### config.mk
export PLATFORM = sky130hd
export DESIGN_NAME = flash_master
export DESIGN_NICKNAME = d
export VERILOG_FILES = /design/src/rtl/flash_master_pkg.sv /design/src/rtl/flash_master.sv
export SDC_FILE = /design/constraint.sdc
export NUM_CORES = 1
export LEC_CHECK = 0
export BUFFER_PORTS_ARGS = -buffer_cell sky130_fd_sc_hd__buf_2
export CAP_MARGIN = 20
export CORE_MARGIN = 8
export CORE_UTILIZATION = 40
export CTS_BUF_LIST = sky130_fd_sc_hd__clkbuf_16
export CTS_CLUSTER_DIAMETER = 100
export DETAILED_ROUTE_END_ITERATION = 12
export PLACE_DENSITY_LB_ADDON = 0.12
export SYNTH_ARGS = -nofsm -noshare
export SYNTH_HDL_FRONTEND = slang
export SYNTH_SLANG_ARGS = --single-unit
### constraint.sdc
create_clock -name clk_i -period 3.3 [get_ports clk_i]
set_clock_uncertainty 0.2 [all_clocks]
set_input_delay 0.66 -clock clk_i [delete_from_list [all_inputs] [get_ports clk_i]]
set_output_delay 0.66 -clock clk_i [all_outputs]
set_load 0.01 [all_outputs]
### src/rtl/flash_master_pkg.sv
// Shared opcodes, frame geometry and state encoding for the SPI flash read master.
package flash_master_pkg;

  localparam logic [7:0] OP_READ = 8'h03;
  localparam logic [7:0] OP_RPD  = 8'hAB;

  localparam int FRAME_BITS = 64;
  localparam int INIT_BITS  = 8;
  localparam int DATA_START = 32;

  typedef logic [2:0] state_t;
  localparam state_t ST_INIT_CMD  = 3'd0;
  localparam state_t ST_INIT_WAIT = 3'd1;
  localparam state_t ST_IDLE      = 3'd2;
  localparam state_t ST_XFER      = 3'd3;
  localparam state_t ST_GAP       = 3'd4;

  // Flash returns bytes in ascending address order; first byte lands in the low lane.
  function automatic logic [31:0] byte_swap(input logic [31:0] w);
    return {w[7:0], w[15:8], w[23:16], w[31:24]};
  endfunction

endpackage

### src/rtl/flash_master.sv
// SPI mode-0 flash read master: wakes the part with 0xAB, then serves 32-bit reads via 0x03.
module flash_master
  import flash_master_pkg::*;
#(
  parameter int WAKE_CYCLES     = 3000,
  parameter int CSN_HIGH_CYCLES = 2
) (
  input  logic        clk_i,
  input  logic        rst_n_i,
  output logic        ready_o,
  input  logic        req_i,
  input  logic [23:0] addr_i,
  output logic        ack_o,
  output logic [31:0] data_o,
  output logic        flash_csn,
  output logic        flash_clk,
  output logic        flash_mosi,
  input  logic        flash_miso,
  output logic        flash_wpn,
  output logic        flash_holdn
);

  localparam int XFER_LEN = 2 * FRAME_BITS + 1;
  localparam int CNT_MAX  = (WAKE_CYCLES > XFER_LEN) ?
                            ((WAKE_CYCLES > CSN_HIGH_CYCLES) ? WAKE_CYCLES : CSN_HIGH_CYCLES) :
                            ((XFER_LEN > CSN_HIGH_CYCLES) ? XFER_LEN : CSN_HIGH_CYCLES);
  localparam int CNT_W    = $clog2(CNT_MAX + 1);

  localparam logic [CNT_W-1:0] XFER_END   = CNT_W'(XFER_LEN);
  localparam logic [CNT_W-1:0] INIT_END   = CNT_W'(2 * INIT_BITS + 1);
  localparam logic [CNT_W-1:0] SAMP_FIRST = CNT_W'(2 * DATA_START + 3);
  localparam logic [CNT_W-1:0] WAKE_LAST  = CNT_W'(WAKE_CYCLES - 1);
  localparam logic [CNT_W-1:0] GAP_LAST   = CNT_W'(CSN_HIGH_CYCLES - 1);

  state_t           state;
  logic [63:0]      sr;
  logic [CNT_W-1:0] cnt;
  logic [CNT_W-1:0] cnt_nxt;
  logic             frame_end;
  logic             samp_bit;
  logic             start_rd;
  logic             unused_addr;

  assign flash_wpn   = 1'b1;
  assign flash_holdn = 1'b1;
  assign unused_addr = ^addr_i[1:0];

  // cnt counts clk edges since flash_csn fell: odd values open a low phase, even values a high phase.
  always_comb begin
    cnt_nxt   = cnt + 1'b1;
    frame_end = (state == ST_XFER) ? (cnt_nxt == XFER_END) : (cnt_nxt == INIT_END);
    samp_bit  = flash_miso && (state == ST_XFER) && (cnt_nxt >= SAMP_FIRST);
    start_rd  = req_i && ((state == ST_IDLE) || ((state == ST_GAP) && (cnt == GAP_LAST)));
  end

  always_ff @(posedge clk_i or negedge rst_n_i) begin
    if (!rst_n_i) begin
      state      <= ST_INIT_CMD;
      sr         <= {OP_RPD, 56'h0};
      cnt        <= '0;
      flash_csn  <= 1'b1;
      flash_clk  <= 1'b0;
      flash_mosi <= 1'b0;
      ack_o      <= 1'b0;
      ready_o    <= 1'b0;
      data_o     <= '0;
    end else begin
      ack_o <= 1'b0;
      case (state)
        ST_INIT_CMD, ST_XFER: begin
          if ((state == ST_INIT_CMD) && flash_csn) begin
            flash_csn  <= 1'b0;
            flash_mosi <= sr[63];
            cnt        <= '0;
          end else begin
            cnt <= cnt_nxt;
            if (frame_end) begin
              flash_csn  <= 1'b1;
              flash_clk  <= 1'b0;
              flash_mosi <= 1'b0;
              cnt        <= '0;
              if (state == ST_XFER) begin
                ack_o  <= 1'b1;
                data_o <= byte_swap({sr[30:0], flash_miso});
                state  <= ST_GAP;
              end else begin
                state <= ST_INIT_WAIT;
              end
            end else if (!cnt_nxt[0]) begin
              flash_clk <= 1'b1;
            end else begin
              flash_clk <= 1'b0;
              // Falling edge: capture the bit the flash presented, present the next one.
              if (cnt_nxt != CNT_W'(1)) begin
                sr         <= {sr[62:0], samp_bit};
                flash_mosi <= sr[62];
              end
            end
          end
        end
        ST_INIT_WAIT: begin
          cnt <= cnt_nxt;
          if (cnt == WAKE_LAST) begin
            ready_o <= 1'b1;
            state   <= ST_IDLE;
            cnt     <= '0;
          end
        end
        ST_GAP: begin
          cnt <= cnt_nxt;
          if (cnt == GAP_LAST) state <= ST_IDLE;
        end
        ST_IDLE: ;
        default: state <= ST_INIT_CMD;
      endcase

      if (start_rd) begin
        sr         <= {OP_READ, addr_i[23:2], 2'b00, 32'h0};
        state      <= ST_XFER;
        cnt        <= '0;
        flash_csn  <= 1'b0;
        flash_clk  <= 1'b0;
        flash_mosi <= OP_READ[7];
      end
    end
  end

endmodule
# After elaboration in Yosys (flattened, before gate mapping)
# Index checks and enable logic that the tools add are counted.
dict set report word_totals {
  ff_bits 116
  wordCells 88
}
dict set report op_classes {
  n_reduce_logical 22
  n_mux 38
  magnitude_cmp 1
  n_bitwise 1
  eq_ne 16
  n_addsub 1
}
# op count
set ops {}
lappend ops {{64-bit 2-to-1 mux} 6}
lappend ops {{12-bit 2-to-1 mux} 4}
lappend ops {{12-bit one-hot mux with 3 select lines} 1}
lappend ops {{1-bit 2-to-1 mux} 20}
lappend ops {{3-bit 2-to-1 mux} 6}
lappend ops {{12-bit by 1-bit adder with 12-bit output (second input constant)} 1}
lappend ops {{12-bit by 1-bit equality test with 1-bit output (second input constant)} 1}
lappend ops {{12-bit equality test (second input constant)} 1}
lappend ops {{12-bit by 5-bit equality test with 1-bit output (second input constant)} 1}
lappend ops {{12-bit by 8-bit equality test with 1-bit output (second input constant)} 1}
lappend ops {{12-bit by 7-bit greater-or-equal comparator with 1-bit output (second input constant)} 1}
lappend ops {{12-bit by 1-bit != test with 1-bit output (second input constant)} 1}
lappend ops {{3-bit one-hot mux with 4 select lines} 1}
lappend ops {{4-bit nonzero test} 3}
lappend ops {{5-bit AND reduction} 2}
lappend ops {{3-bit != test (second input constant)} 3}
lappend ops {{3-bit by 2-bit equality test with 1-bit output (second input constant)} 2}
lappend ops {{2-bit AND reduction} 3}
lappend ops {{2-bit nonzero test} 3}
lappend ops {{1-bit logical AND} 5}
lappend ops {{2-bit != test (second input constant)} 2}
lappend ops {{4-bit AND reduction} 1}
lappend ops {{3-bit by 1-bit equality test with 1-bit output (second input constant)} 1}
lappend ops {{3-bit equality test (second input constant)} 1}
lappend ops {{8 further kinds} 8}

# Longest topological paths before layout
dict set report logic_depth {
  ltp_word 9
  mapped_depth 11
  mapped_depth_nobuf 8
}

# Worst setup path after synthesis
# Ideal clock, no wire load.
dict set report synth_path {
  path_type {register to register}
  start {register cnt[1]}
  end {register data_o[10]}
  n_path_buf 3
  path_slack_ns 0.629
  required_ns 2.975
  arrival_ns 2.346
  period_less_slack_ns 2.671
  stages_incl_launch_ff 11
  setup_time_ns 0.125
  cell_sequence {dfrtp_1 > ha_1 > buf_2 > a21o_1 > a211o_1 > a21oi_2 > o2111a_1 > buf_4 > nand2_4 > buf_6 > mux2_4}
}
dict set report synth_between {
  elab_chain_len 4
}
# item line
set synth_lines {}
lappend synth_lines {{start, declared} flash_master.sv:37} ;# logic [CNT_W-1:0] cnt;
lappend synth_lines {{start signal, assigned} flash_master.sv:76} ;# cnt <= cnt_nxt;
lappend synth_lines {{start signal, assigned} flash_master.sv:102} ;# cnt <= cnt_nxt;
lappend synth_lines {{start signal, assigned} flash_master.sv:110} ;# cnt <= cnt_nxt;
lappend synth_lines {{12-bit by 1-bit adder with 12-bit output (*)} flash_master.sv:50} ;# cnt_nxt = cnt + 1'b1;
lappend synth_lines {{12-bit by 5-bit equality test with 1-bit output / 12-bit by 8-bit equality test with 1-bit output (equally long branches)} flash_master.sv:51} ;# frame_end = (state == ST_XFER) ? (cnt_nxt == XFER_END) : (cnt_nxt == INIT_END);
lappend synth_lines {{1-bit 2-to-1 mux (*)} flash_master.sv:51}
lappend synth_lines {{4-bit AND reduction (no line) (*)} -}
lappend synth_lines {{end signal, assigned} flash_master.sv:84} ;# data_o <= byte_swap({sr[30:0], flash_miso});
lappend synth_lines {{end, declared} flash_master.sv:14} ;# output logic [31:0] data_o,
# Mark *: on every way between the ends. The rest lies on a longest branch, timed or not.
# A chain may end at the register's enable or synchronous reset.

# Worst setup path in the final report
dict set report layout_path {
  start {register cnt[0]}
  end {register data_o[13]}
}
# Same word-level chain as after synthesis.

==> results.toml <==
[timing]
hold_viol_final = 0
setup_viol = 0
drv_slew = 0
min_period_ns = 2.96
timing.fmax_ghz = 0.337
tns_ns = 0
rsz0062_at_grt = "false"
max_slew_margin = 0.425
fin_crit_sh = 0.898
tightest_slew_ns = 0.859

[critical_path]
r2r_setup_slack_ns = 0.34
worstPathArrival_ns = 3.05
endpoint = "data_o[13]"
cp.required_ns = 3.39
start_kind = "register"
critical_path.startpoint = "cnt[0]"
crit_fanout = 14
worstSetupPathType = "reg2reg"
r2r-start = "cnt[0]"
reg2reg_to = "data_o[13]"
critPathCaptureType = "register"
rr_worst_depth = 8
slowest_delay_ns = 0.45
crit_chain = "ha_1 > a21o_1 > a211o_1 > a21oi_2 > o2111a_1 > nand2_4 > buf_4 > mux2_4"
slowest_stage = "dfrtp_1"

[run_status]
run_status = "completed"

[clock_tree]
insertion_delay_ns = 0.41
cts_buffer_depth = 2
cts_tree = "yes"
cts-root-buf = "clkbuf_16"
postCtsSetupRepairBufs = 0
ctsHoldBuffers = 0
cts_buffers = 17
cts_resized = 0
clock-sinks = 116
htree_levels = 4
clkTransAtPathRegs_ns = 0.05

[global_routing]
overflow = 0
grt_usage = 0.159
grt_antenna_before_repair = 0
grt_max_degree = 68
grt_pass1_vias = 5039
grt_pass1_wl_microns = 25900

[synthesis]
ys_top_cells_by_area = "dfrtp_1 44%, mux2_4 6.8%, o31ai_1 5.0%, nand4_1 4.4%, a21oi_1 3.7%"
syn_inst = 598
synth-edff-count = 0
synth_top_area_frac = 0.445
synth_most_common_cell = "dfrtp_1"
yosysUniqueCellTypes = 61
synth-async-reset-ratio = 1.00
yosysWarningCount = 0
synth_top_cells_by_count = "110 x dfrtp_1, 48 x nand2_1, 46 x a21oi_1, 44 x nand4_1, 41 x o31ai_1"
synth_flop_cell = "dfrtp_1"
synth_area_sq_mm = 0.00619
synth_area_per_cell_sq_um = 10.4
synth_seq_area_share = 0.470
ys_seq_elements = 116
synth_top_area_cell = "dfrtp_1"

[detailed_routing]
finalWirelength_microns = 15100
vias = 4934
via_per_inst = 5.89
first_pass_iters = 7
ant_nets = 0
drc_errors = 0
drtIter0Drc = 416
drt-wirelength-per-cell_microns = 18.1

[worst_hold_path]
hold_class = "in2async"

[cells_and_area]
final_core_util = 0.480
stdcell_count = 838
num_antenna_cells = 0
fin_area_sq_mm = 0.00727
drive_above_1_share = 0.268
area_growth_pct = 17.4
finalNetCount = 670

[floorplanning]
dieArea_sq_mm = 0.0197
floorplan.initialDensity = 0.409
core.rowCount = 45
core_area_sq_mm = 0.0151
ios = 67
die_h_microns = 140
die_w_microns = 140

[placed_design]
io_buffer_count = 62
gp_congestion = 0.792
dpl_cell_area_sq_mm = 0.00670
hpwlAfterDp_microns = 9550
dp_cells = 807

[pwr]
p_leak_nw = 3.39
peakVddDrop_mv = 0.299
pwr_density_cell_mw_per_mm2 = 464

[flow_run]
cap_violations = 0
-- cells by family after synthesis --
kind of cell | Yosys count | share of synthesized area
adders and majority gates | 4 | 0.00808
xor gates and xnor gates | 3 | 0.00424
buffers and inverters | 76 | 0.0616
DFF | 116 | 0.470
and+or+nand+nor | 161 | 0.144
AOI/OAI and AO/OA | 201 | 0.230
muxes | 36 | 0.0818
other | 1 | 0.000606
-- area by class of cell --
| type | count | area (sq um) |
|---|---|---|
| multi-input cells | 407 | 2950 |
| inverters | 7 | 26.3 |
| fillers | 1361 | 7880 |
| repair buffers | 89 | 578 |
| well taps | 188 | 235 |
| flip-flops and latches | 116 | 2910 |
| clock inverters | 14 | 139 |
| clock buffers | 17 | 425 |
-- metal layers --
layer	vias to the layer above	routed length (microns)	share of wire	GRT usage
met5	-	0	0	0
met4	0	131	0.0087	0.0440
met1	2461	7190	0.48	0.206
met2	116	7200	0.48	0.255
li1	2345	-	-	-
met3	12	605	0.040	0.0425
-- registers in the layout, indices dropped and copies added, names as in the netlist --
signal,flops
flash_csn,1
sr,64
cnt,12
flash_mosi,1
state,3
flash_clk,1
data_o,32
ready_o,1
ack_o,1
-- power by group --
part           switching, mW  internal (mW)  total, mW
Clock                  0.663           1.10       1.76
Combinational         0.0608         0.0521      0.113
Sequential            0.0327           1.47       1.50
-- stage by stage --
stage	worst slack (ns)	power, mW	hold slack (ns)
final	0.335	3.37	0.0869
after global placement	0.359	1.63	0.274
after floorplan	0.629	1.57	0.164
after detailed placement	0.317	1.64	0.277
after global routing	0.162	3.50	0.129
after CTS	0.302	3.43	0.107
-- worst max-delay path: cells and delay by family, from the launching register on --
| family | cells | cell delay [ns] |
|---|---|---|
| DFF | 1 | 0.45 |
| and+or+nand+nor | 1 | 0.09 |
| buffers and inverters | 1 | 0.22 |
| AOI/OAI and AO/OA | 4 | 1.23 |
| muxes | 1 | 0.31 |
| adders and majority gates | 1 | 0.34 |
-- cells in the final DEF (no fill, tap or decap), drive strengths merged, types with 4 or more instances in the layout --
| master | instances |
|---|---|
| o211ai | 5 |
| nor2 | 17 |
| ha | 4 |
| a21oi | 47 |
| o31ai | 41 |
| nand4 | 45 |
| clkbuf | 17 |
| clkinv | 7 |
| dfrtp | 110 |
| nor2b | 4 |
| nand2 | 49 |
| nor4 | 4 |
| a22o | 23 |
| a211o | 25 |
| dfstp | 6 |
| nand3 | 16 |
| mux2 | 33 |
| nor3 | 9 |
| a31oi | 26 |
| buf | 89 |
| clkinvlp | 4 |
| o21ai | 16 |
| nand2b | 4 |
| inv | 8 |
-- worst min-delay path by stage --
stage | start | end | slack (ns) | cells past startpoint
floorplan | rst_n_i | ack_o | 0.16 | 0
global placement | sr[59] | sr[59] | 0.27 | 2
detailed placement | sr[59] | sr[59] | 0.28 | 2
CTS | rst_n_i | cnt[1] | 0.11 | 1
global route | rst_n_i | cnt[1] | 0.13 | 1
finish | rst_n_i | sr[51] | 0.09 | 1
(Power assumes the default switching activity.)
